[config.mk]
export PLATFORM = sky130hd
export DESIGN_NAME = i2c_slave_regfile
export DESIGN_NICKNAME = d
export VERILOG_FILES = /design/src/rtl/i2c_pkg.sv /design/src/rtl/i2c_bus_sync.sv /design/src/rtl/i2c_slave_regfile.sv
export SDC_FILE = /design/constraint.sdc
export NUM_CORES = 1
export LEC_CHECK = 0
export ABC_AREA = 1
export BUFFER_PORTS_ARGS = -buffer_cell sky130_fd_sc_hd__buf_2
export CAP_MARGIN = 20
export CORE_ASPECT_RATIO = 1.5
export CORE_UTILIZATION = 25
export CTS_BUF_LIST = sky130_fd_sc_hd__clkbuf_4
export CTS_CLUSTER_DIAMETER = 150
export DETAILED_ROUTE_END_ITERATION = 10
export GPL_TIMING_DRIVEN = 0
export PLACE_DENSITY_LB_ADDON = 0.05
export SYNTH_ARGS = -nofsm -noshare
export SYNTH_HDL_FRONTEND = slang
export SYNTH_SLANG_ARGS = --single-unit
[constraint.sdc]
create_clock -name clk -period 13.9 [get_ports clk]
set_input_delay 1.39 -clock clk [delete_from_list [all_inputs] [get_ports clk]]
set_output_delay 1.39 -clock clk [all_outputs]
set_load 0.005 [all_outputs]
[src/rtl/i2c_pkg.sv]
// Shared types for the I2C target register file and its bus front end.
// Optional I2C_SLAVE_REGFILE_GLITCH_FILTER_EN adds a majority filter.
package i2c_pkg;

  localparam int   BYTE_W   = 8;
  localparam logic I2C_ACK  = 1'b0;
  localparam logic I2C_NACK = 1'b1;

  typedef enum logic [3:0] {
    IDLE,
    ADDR,
    ADDR_ACK,
    PTR,
    PTR_ACK,
    WDATA,
    WDATA_ACK,
    RDATA,
    RDATA_ACK,
    WAIT_STOP
  } state_e;

  function automatic logic maj3(
    input logic a,
    input logic b,
    input logic c
  );
    return (a & b) | (a & c) | (b & c);
  endfunction

endpackage

[src/rtl/i2c_bus_sync.sv]
// SCL/SDA synchronisers, optional glitch filter and bus event pulses.
// I2C_SLAVE_REGFILE_GLITCH_FILTER_EN: 3-sample majority after each sync.
module i2c_bus_sync
  import i2c_pkg::*;
(
  input  logic clk,
  input  logic rst,
  input  logic scl_i,
  input  logic sda_i,
  output logic sda,
  output logic scl_rise,
  output logic scl_fall,
  output logic start,
  output logic stop
);

  logic [1:0] scl_s_q, scl_s_d;
  logic [1:0] sda_s_q, sda_s_d;
  logic       scl_p_q, scl_p_d;
  logic       sda_p_q, sda_p_d;
  logic       scl_c, sda_c;

  always_comb begin
    scl_s_d = {scl_s_q[0], scl_i};
    sda_s_d = {sda_s_q[0], sda_i};
  end

`ifdef I2C_SLAVE_REGFILE_GLITCH_FILTER_EN
  logic [1:0] scl_h_q, scl_h_d;
  logic [1:0] sda_h_q, sda_h_d;
  logic       scl_f_q, scl_f_d;
  logic       sda_f_q, sda_f_d;

  always_comb begin
    scl_h_d = {scl_h_q[0], scl_s_q[1]};
    sda_h_d = {sda_h_q[0], sda_s_q[1]};
    scl_f_d = maj3(scl_s_q[1], scl_h_q[0], scl_h_q[1]);
    sda_f_d = maj3(sda_s_q[1], sda_h_q[0], sda_h_q[1]);
  end

  always_ff @(posedge clk or posedge rst) begin
    if (rst) begin
      scl_h_q <= '1;
      sda_h_q <= '1;
      scl_f_q <= 1'b1;
      sda_f_q <= 1'b1;
    end else begin
      scl_h_q <= scl_h_d;
      sda_h_q <= sda_h_d;
      scl_f_q <= scl_f_d;
      sda_f_q <= sda_f_d;
    end
  end

  assign scl_c = scl_f_q;
  assign sda_c = sda_f_q;
`else
  assign scl_c = scl_s_q[1];
  assign sda_c = sda_s_q[1];
`endif

  always_comb begin
    scl_p_d = scl_c;
    sda_p_d = sda_c;
  end

  // Idle bus is high, so reset to 1 to avoid a false event out of reset
  always_ff @(posedge clk or posedge rst) begin
    if (rst) begin
      scl_s_q <= '1;
      sda_s_q <= '1;
      scl_p_q <= 1'b1;
      sda_p_q <= 1'b1;
    end else begin
      scl_s_q <= scl_s_d;
      sda_s_q <= sda_s_d;
      scl_p_q <= scl_p_d;
      sda_p_q <= sda_p_d;
    end
  end

  assign sda      = sda_c;
  assign scl_rise = scl_c & ~scl_p_q;
  assign scl_fall = ~scl_c & scl_p_q;
  assign start    = scl_c & scl_p_q & sda_p_q & ~sda_c;
  assign stop     = scl_c & scl_p_q & ~sda_p_q & sda_c;

endmodule

[src/rtl/i2c_slave_regfile.sv]
// I2C target with a DEPTH x 8 register file, auto-incrementing pointer.
// Build with I2C_SLAVE_REGFILE_GLITCH_FILTER_EN to filter SCL/SDA glitches.
module i2c_slave_regfile #(
  parameter logic [6:0] ADDR    = 7'h77,
  parameter int         DEPTH   = 16,
  parameter int         PTR_W   = $clog2(DEPTH),
  parameter logic [7:0] RST_VAL = 8'h00
) (
  input  logic             clk,
  input  logic             rst,
  input  logic             scl_i,
  input  logic             sda_i,
  output logic             sda_oe,
  input  logic             hw_we,
  input  logic [PTR_W-1:0] hw_addr,
  input  logic [7:0]       hw_wdata,
  output logic [7:0]       hw_rdata,
  output logic             wr_valid,
  output logic [PTR_W-1:0] wr_addr,
  output logic [7:0]       wr_data,
  output logic             busy
);
  import i2c_pkg::*;

  localparam logic [8:0]       DEPTH9  = 9'(DEPTH);
  localparam logic [PTR_W-1:0] PTR_MAX = PTR_W'(DEPTH - 1);

  state_e              state_q, state_d;
  logic [3:0]          cnt_q, cnt_d;
  logic [BYTE_W-1:0]   sh_q, sh_d;
  logic [PTR_W-1:0]    ptr_q, ptr_d;
  logic                rw_q, rw_d;
  logic                ack_q, ack_d;
  logic                sda_oe_q, sda_oe_d;
  logic                busy_q, busy_d;
  logic                wr_valid_q, wr_valid_d;
  logic [PTR_W-1:0]    wr_addr_q, wr_addr_d;
  logic [BYTE_W-1:0]   wr_data_q, wr_data_d;
  logic [BYTE_W-1:0]   hw_rdata_q, hw_rdata_d;
  logic [BYTE_W-1:0]   regs_q [DEPTH];
  logic [BYTE_W-1:0]   regs_d [DEPTH];
  logic                commit;
  logic                sda, scl_rise, scl_fall, start, stop;
  logic [PTR_W-1:0]    ptr_inc;
  logic                byte_done;

  i2c_bus_sync u_sync (
    .clk      (clk),
    .rst      (rst),
    .scl_i    (scl_i),
    .sda_i    (sda_i),
    .sda      (sda),
    .scl_rise (scl_rise),
    .scl_fall (scl_fall),
    .start    (start),
    .stop     (stop)
  );

  assign ptr_inc   = (ptr_q == PTR_MAX) ? '0 : ptr_q + PTR_W'(1);
  assign byte_done = (cnt_q == 4'd8);

  always_comb begin
    state_d  = state_q;
    cnt_d    = cnt_q;
    sh_d     = sh_q;
    ptr_d    = ptr_q;
    rw_d     = rw_q;
    ack_d    = ack_q;
    sda_oe_d = sda_oe_q;
    busy_d   = busy_q;
    commit   = 1'b0;
    if (stop) begin
      state_d  = IDLE;
      sda_oe_d = 1'b0;
      busy_d   = 1'b0;
    end else if (start) begin
      state_d  = i2c_pkg::ADDR;
      cnt_d    = '0;
      sda_oe_d = 1'b0;
    end else begin
      if ((state_q == i2c_pkg::ADDR || state_q == PTR ||
           state_q == WDATA) && scl_rise && !byte_done) begin
        sh_d  = {sh_q[BYTE_W-2:0], sda};
        cnt_d = cnt_q + 4'd1;
      end
      unique case (state_q)
        i2c_pkg::ADDR: if (scl_fall && byte_done) begin
          if (sh_q[7:1] == ADDR) begin
            state_d  = ADDR_ACK;
            sda_oe_d = 1'b1;
            rw_d     = sh_q[0];
            busy_d   = 1'b1;
          end else begin
            state_d = WAIT_STOP;
          end
        end
        ADDR_ACK: if (scl_fall) begin
          cnt_d = '0;
          if (rw_q) begin
            state_d  = RDATA;
            sh_d     = regs_q[ptr_q];
            sda_oe_d = ~regs_q[ptr_q][BYTE_W-1];
          end else begin
            state_d  = PTR;
            sda_oe_d = 1'b0;
          end
        end
        PTR: if (scl_fall && byte_done) begin
          if ({1'b0, sh_q} < DEPTH9) begin
            ptr_d    = sh_q[PTR_W-1:0];
            state_d  = PTR_ACK;
            sda_oe_d = 1'b1;
          end else begin
            state_d = WAIT_STOP;
          end
        end
        PTR_ACK, WDATA_ACK: if (scl_fall) begin
          state_d  = WDATA;
          cnt_d    = '0;
          sda_oe_d = 1'b0;
        end
        WDATA: if (scl_fall && byte_done) begin
          commit   = 1'b1;
          ptr_d    = ptr_inc;
          state_d  = WDATA_ACK;
          sda_oe_d = 1'b1;
        end
        RDATA: begin
          if (scl_rise && !byte_done) cnt_d = cnt_q + 4'd1;
          if (scl_fall) begin
            if (byte_done) begin
              state_d  = RDATA_ACK;
              sda_oe_d = 1'b0;
              ack_d    = 1'b0;
            end else begin
              sh_d     = sh_q << 1;
              sda_oe_d = ~sh_q[BYTE_W-2];
            end
          end
        end
        RDATA_ACK: begin
          if (scl_rise) begin
            if (sda == I2C_ACK) begin
              ack_d = 1'b1;
              ptr_d = ptr_inc;
            end else begin
              state_d = WAIT_STOP;
            end
          end
          if (scl_fall && ack_q) begin
            state_d  = RDATA;
            cnt_d    = '0;
            sh_d     = regs_q[ptr_q];
            sda_oe_d = ~regs_q[ptr_q][BYTE_W-1];
          end
        end
        IDLE, WAIT_STOP: ;
        default: state_d = IDLE;
      endcase
    end
  end

  // I2C commit is applied last so it wins a same-register collision
  always_comb begin
    regs_d = regs_q;
    if (hw_we) regs_d[hw_addr] = hw_wdata;
    if (commit) regs_d[ptr_q] = sh_q;
    hw_rdata_d = regs_d[hw_addr];
    wr_valid_d = commit;
    wr_addr_d  = commit ? ptr_q : wr_addr_q;
    wr_data_d  = commit ? sh_q : wr_data_q;
  end

  always_ff @(posedge clk or posedge rst) begin
    if (rst) begin
      state_q    <= IDLE;
      cnt_q      <= '0;
      sh_q       <= '0;
      ptr_q      <= '0;
      rw_q       <= 1'b0;
      ack_q      <= 1'b0;
      sda_oe_q   <= 1'b0;
      busy_q     <= 1'b0;
      wr_valid_q <= 1'b0;
      wr_addr_q  <= '0;
      wr_data_q  <= '0;
      hw_rdata_q <= '0;
      for (int i = 0; i < DEPTH; i++) regs_q[i] <= RST_VAL;
    end else begin
      state_q    <= state_d;
      cnt_q      <= cnt_d;
      sh_q       <= sh_d;
      ptr_q      <= ptr_d;
      rw_q       <= rw_d;
      ack_q      <= ack_d;
      sda_oe_q   <= sda_oe_d;
      busy_q     <= busy_d;
      wr_valid_q <= wr_valid_d;
      wr_addr_q  <= wr_addr_d;
      wr_data_q  <= wr_data_d;
      hw_rdata_q <= hw_rdata_d;
      regs_q     <= regs_d;
    end
  end

  assign sda_oe   = sda_oe_q;
  assign busy     = busy_q;
  assign wr_valid = wr_valid_q;
  assign wr_addr  = wr_addr_q;
  assign wr_data  = wr_data_q;
  assign hw_rdata = hw_rdata_q;

endmodule
==> results.md <==
* Die Outline Area at 51500 um^2
* Slowest-stage cell, CP: clkbuf_1
* Pin count of the biggest net entering global routing at 94
* Most frequent cells in the layout: nand2_1 (805), nand3_1 (180), dfrtp_1 (173)
* Multi-input gate area at 6920 um^2
* Met1 WL at 26700 um
* Count of pins over their slew limit at 0
* CP Class: reg2reg
* HPWL Detailed at 54400 um
* Final Setup Violations at 0
* Filler cells at 5815
* Die width at 186 um
* Layout cells sized above 1 at 9.20%
* Number of vias per cell at 5.07
* Pre-CTS setup slack at 9550 ps
* Max incr delay on CP at 800 ps
* Hold_buf cts at 0
* Peak supply drop at 0.0610 mV
* Worst setup SP type: flop
* Mean Syn Cell Area at 6.31 um^2
* Residual antenna-violating net count after detailed routing at 0
* Fmax at 221 MHz
* Worst-skew pair later-pin latency at 740 ps
* Mapped Area at 12600 um^2
* Min Tclk post-route at 4530 ps
* Clk slew on worst S/H paths at 180 ps
* P_leak at 7.23 nW
* Final GP Congestion at 0.999
* CTS Buf Count at 17
* Critical path cell sequence: clkbuf_1 > clkinv_1 > clkbuf_1 > ha_1 > inv_1 > nor2_2 > nand3_2 > nand2_1 > nand3_1 > nand2_1 > nor2_1 > nor2_1 > nor2_1 > nand2_1
* Power, Total at 2.21 mW
* RSZ-0062 raised after global routing: no
* HP Class: reg2reg
* Met3 Wirelength at 2640 um
* DRC Markers at 0
* Highest metal used: met4
* GRT Resource Usage Total at 28.5%
* Period utilisation layout at 32.6%
* Die Y at 277 um
* Max_slew headroom at 21.1%
* Number of port buffers at 29
* Number of global-route vias before repair at 13727
* Finished Layout Cells at 2730
* Number of library cell types mapped by synthesis at 39
* Post-Place Cells at 2697
* CTS tree: yes
* Crit path DAT at 5170 ps
* Placed cell area at 13700 um^2
* Worst slew pin tran at 1180 ps
* Commonest non-fill, non-tap cell in the layout: nand2_1
* Post-CTS Resized at 0
* # clock sinks at 179
* Initial core utilization at 25.4%
* Buffers inserted during post-CTS setup optimization at 0
* TritonRoute pass-1 iters at 7
* Synthesis warning total at 0
* Longest Clk Path Bufs at 2
* Crit path required time at 14540 ps
* Grt total ovfl at 0
* Root buffer cell: clkbuf_4
* Final Hold Fails at 0
* Boundary Pins at 40
* Seq/Total Area, Yosys at 35.5%
* Outcome: complete, no violations
* Layout area overhead at 10.2%
* Met2 routed WL at 35700 um
* Final WS setup at 9370 ps
* Total area of sequential cells at 4490 um^2
* FF-to-FF setup slack at 9370 ps
* Maxcap violations at 0
* Synthesized flop and latch total at 179
* Sum of negative setup slack at 0 ps
* H-tree lvl count at 4
* Core footprint at 49800 um^2
* DR WL/cell at 26.2 um
* Final nets at 2076
* 1st-iter DRT viols at 1104
* Row count at 100
* Skew final at 56.5 ps
* Syn_nets at 2026
* First-pass GRT wire length at 101000 um
* Worst-path maximum fanout at 11
* Post-route cell area at 13900 um^2
* Vias post-DR at 13832
* Cells after Synth at 2003
* Critical Path End Type: flop
* Final wirelength at 71600 um
* Antenna violations before repair at 1
* PD cells at 158 nW/um^2
-- cells by family (layout without fill, tap and decap cells) --
| logic type | after synthesis | after routing | share of synthesized area (%) |
|---|---|---|---|
| other | 0 | 1 | 0 |
| flip-flops | 179 | 179 | 35.5 |
| AND/OR/NAND/NOR | 1315 | 1315 | 45.4 |
| AO/OA/AOI/OAI | 203 | 203 | 8.63 |
| buffers and inverters | 298 | 361 | 9.77 |
| XOR/XNOR | 2 | 2 | 0.139 |
| adder cells (fa/ha/maj) | 6 | 6 | 0.594 |
-- worst max-delay path: cells and delay by family (launching register included) --
family / cells / cell delay, ps
fa+ha+maj: 1 / 300
flops: 1 / 450
buf+inv: 4 / 1550
simple gates: 9 / 2110
-- through the flow --
step / hold slack (ps) / util [%]
6_report: 367 / 28.0
4_1_cts: 369 / 28.0
2_1_floorplan: 345 / -
5_1_grt: 375 / 28.0
3_5_place_dp: 348 / 27.4
3_3_place_gp: 347 / 27.3
-- sequential cells by signal, summed over array words and instances, names as in the netlist --
signal          flops
ack_q               1
busy                1
cnt_q               4
hw_rdata            8
ptr_q               4
regs_q            128
rw_q                1
sda_oe              1
sh_q                8
state_q             4
u_sync.scl_p_q      1
u_sync.scl_s_q      2
u_sync.sda_p_q      1
u_sync.sda_s_q      2
wr_addr             4
wr_data             8
wr_valid            1
-- synth_stat cells (all sizes together) --
cell	instances	area, um^2
xor2	2	17.5
inv	186	698
nor3	3	26.3
o22ai	6	37.5
nand3b	3	42.5
clkbuf	46	173
clkinv	9	33.8
o311ai	1	8.76
buf	57	330
nor2	197	858
o2111ai	2	17.5
a21oi	31	155
o21a	1	7.51
nand2	810	3050
a22oi	5	37.5
ha	6	75.1
o21bai	2	15.0
o221ai	1	8.76
o211ai	11	82.6
dfstp	6	158
o21ai	141	706
nand4	105	657
a211oi	1	7.51
a21o	1	7.51
dfrtp	173	4330
nand3	197	1100
-- report_power, final --
part	switching [mW]	internal [mW]	total, mW
clock network	0.250	0.0791	0.329
registers	0.0844	0.636	0.721
logic	0.891	0.265	1.16
-- layout make-up --
cell class                 count  share of cell area [%]
clock inverter                15                   0.961
multi-input combinational   1526                    49.7
sequential                   179                    32.2
tap                          663                    5.95
clock buffer                  17                   0.916
buffer                       103                    3.61
timing repair buffer          31                    1.35
inverter                     195                    5.31
antenna                        1                  0.0180
-- metal layers --
layer | vias to the layer above | GRT usage, %
met2 | 509 | 49.2
met1 | 6583 | 31.2
met3 | 204 | 2.97
li1 | 6536 | -
met5 | - | 0
met4 | 0 | 23.5
-- final timing paths --
| kind | start | depth (start not counted) | end |
|---|---|---|---|
| worst min-delay path | u_sync.scl_s_q[0] | 0 | u_sync.scl_s_q[1] |
| min in group asynchronous | rst | 2 | wr_data[5] |
| worst max-delay path | ptr_q[1] | 14 | hw_rdata[1] |
| max in group asynchronous | rst | 3 | regs_q[8] |
| worst max register to register | ptr_q[1] | 14 | hw_rdata[1] |
| worst min register to register | u_sync.scl_s_q[0] | 0 | u_sync.scl_s_q[1] |
Note: power is estimated with default switching activity, not from simulation.
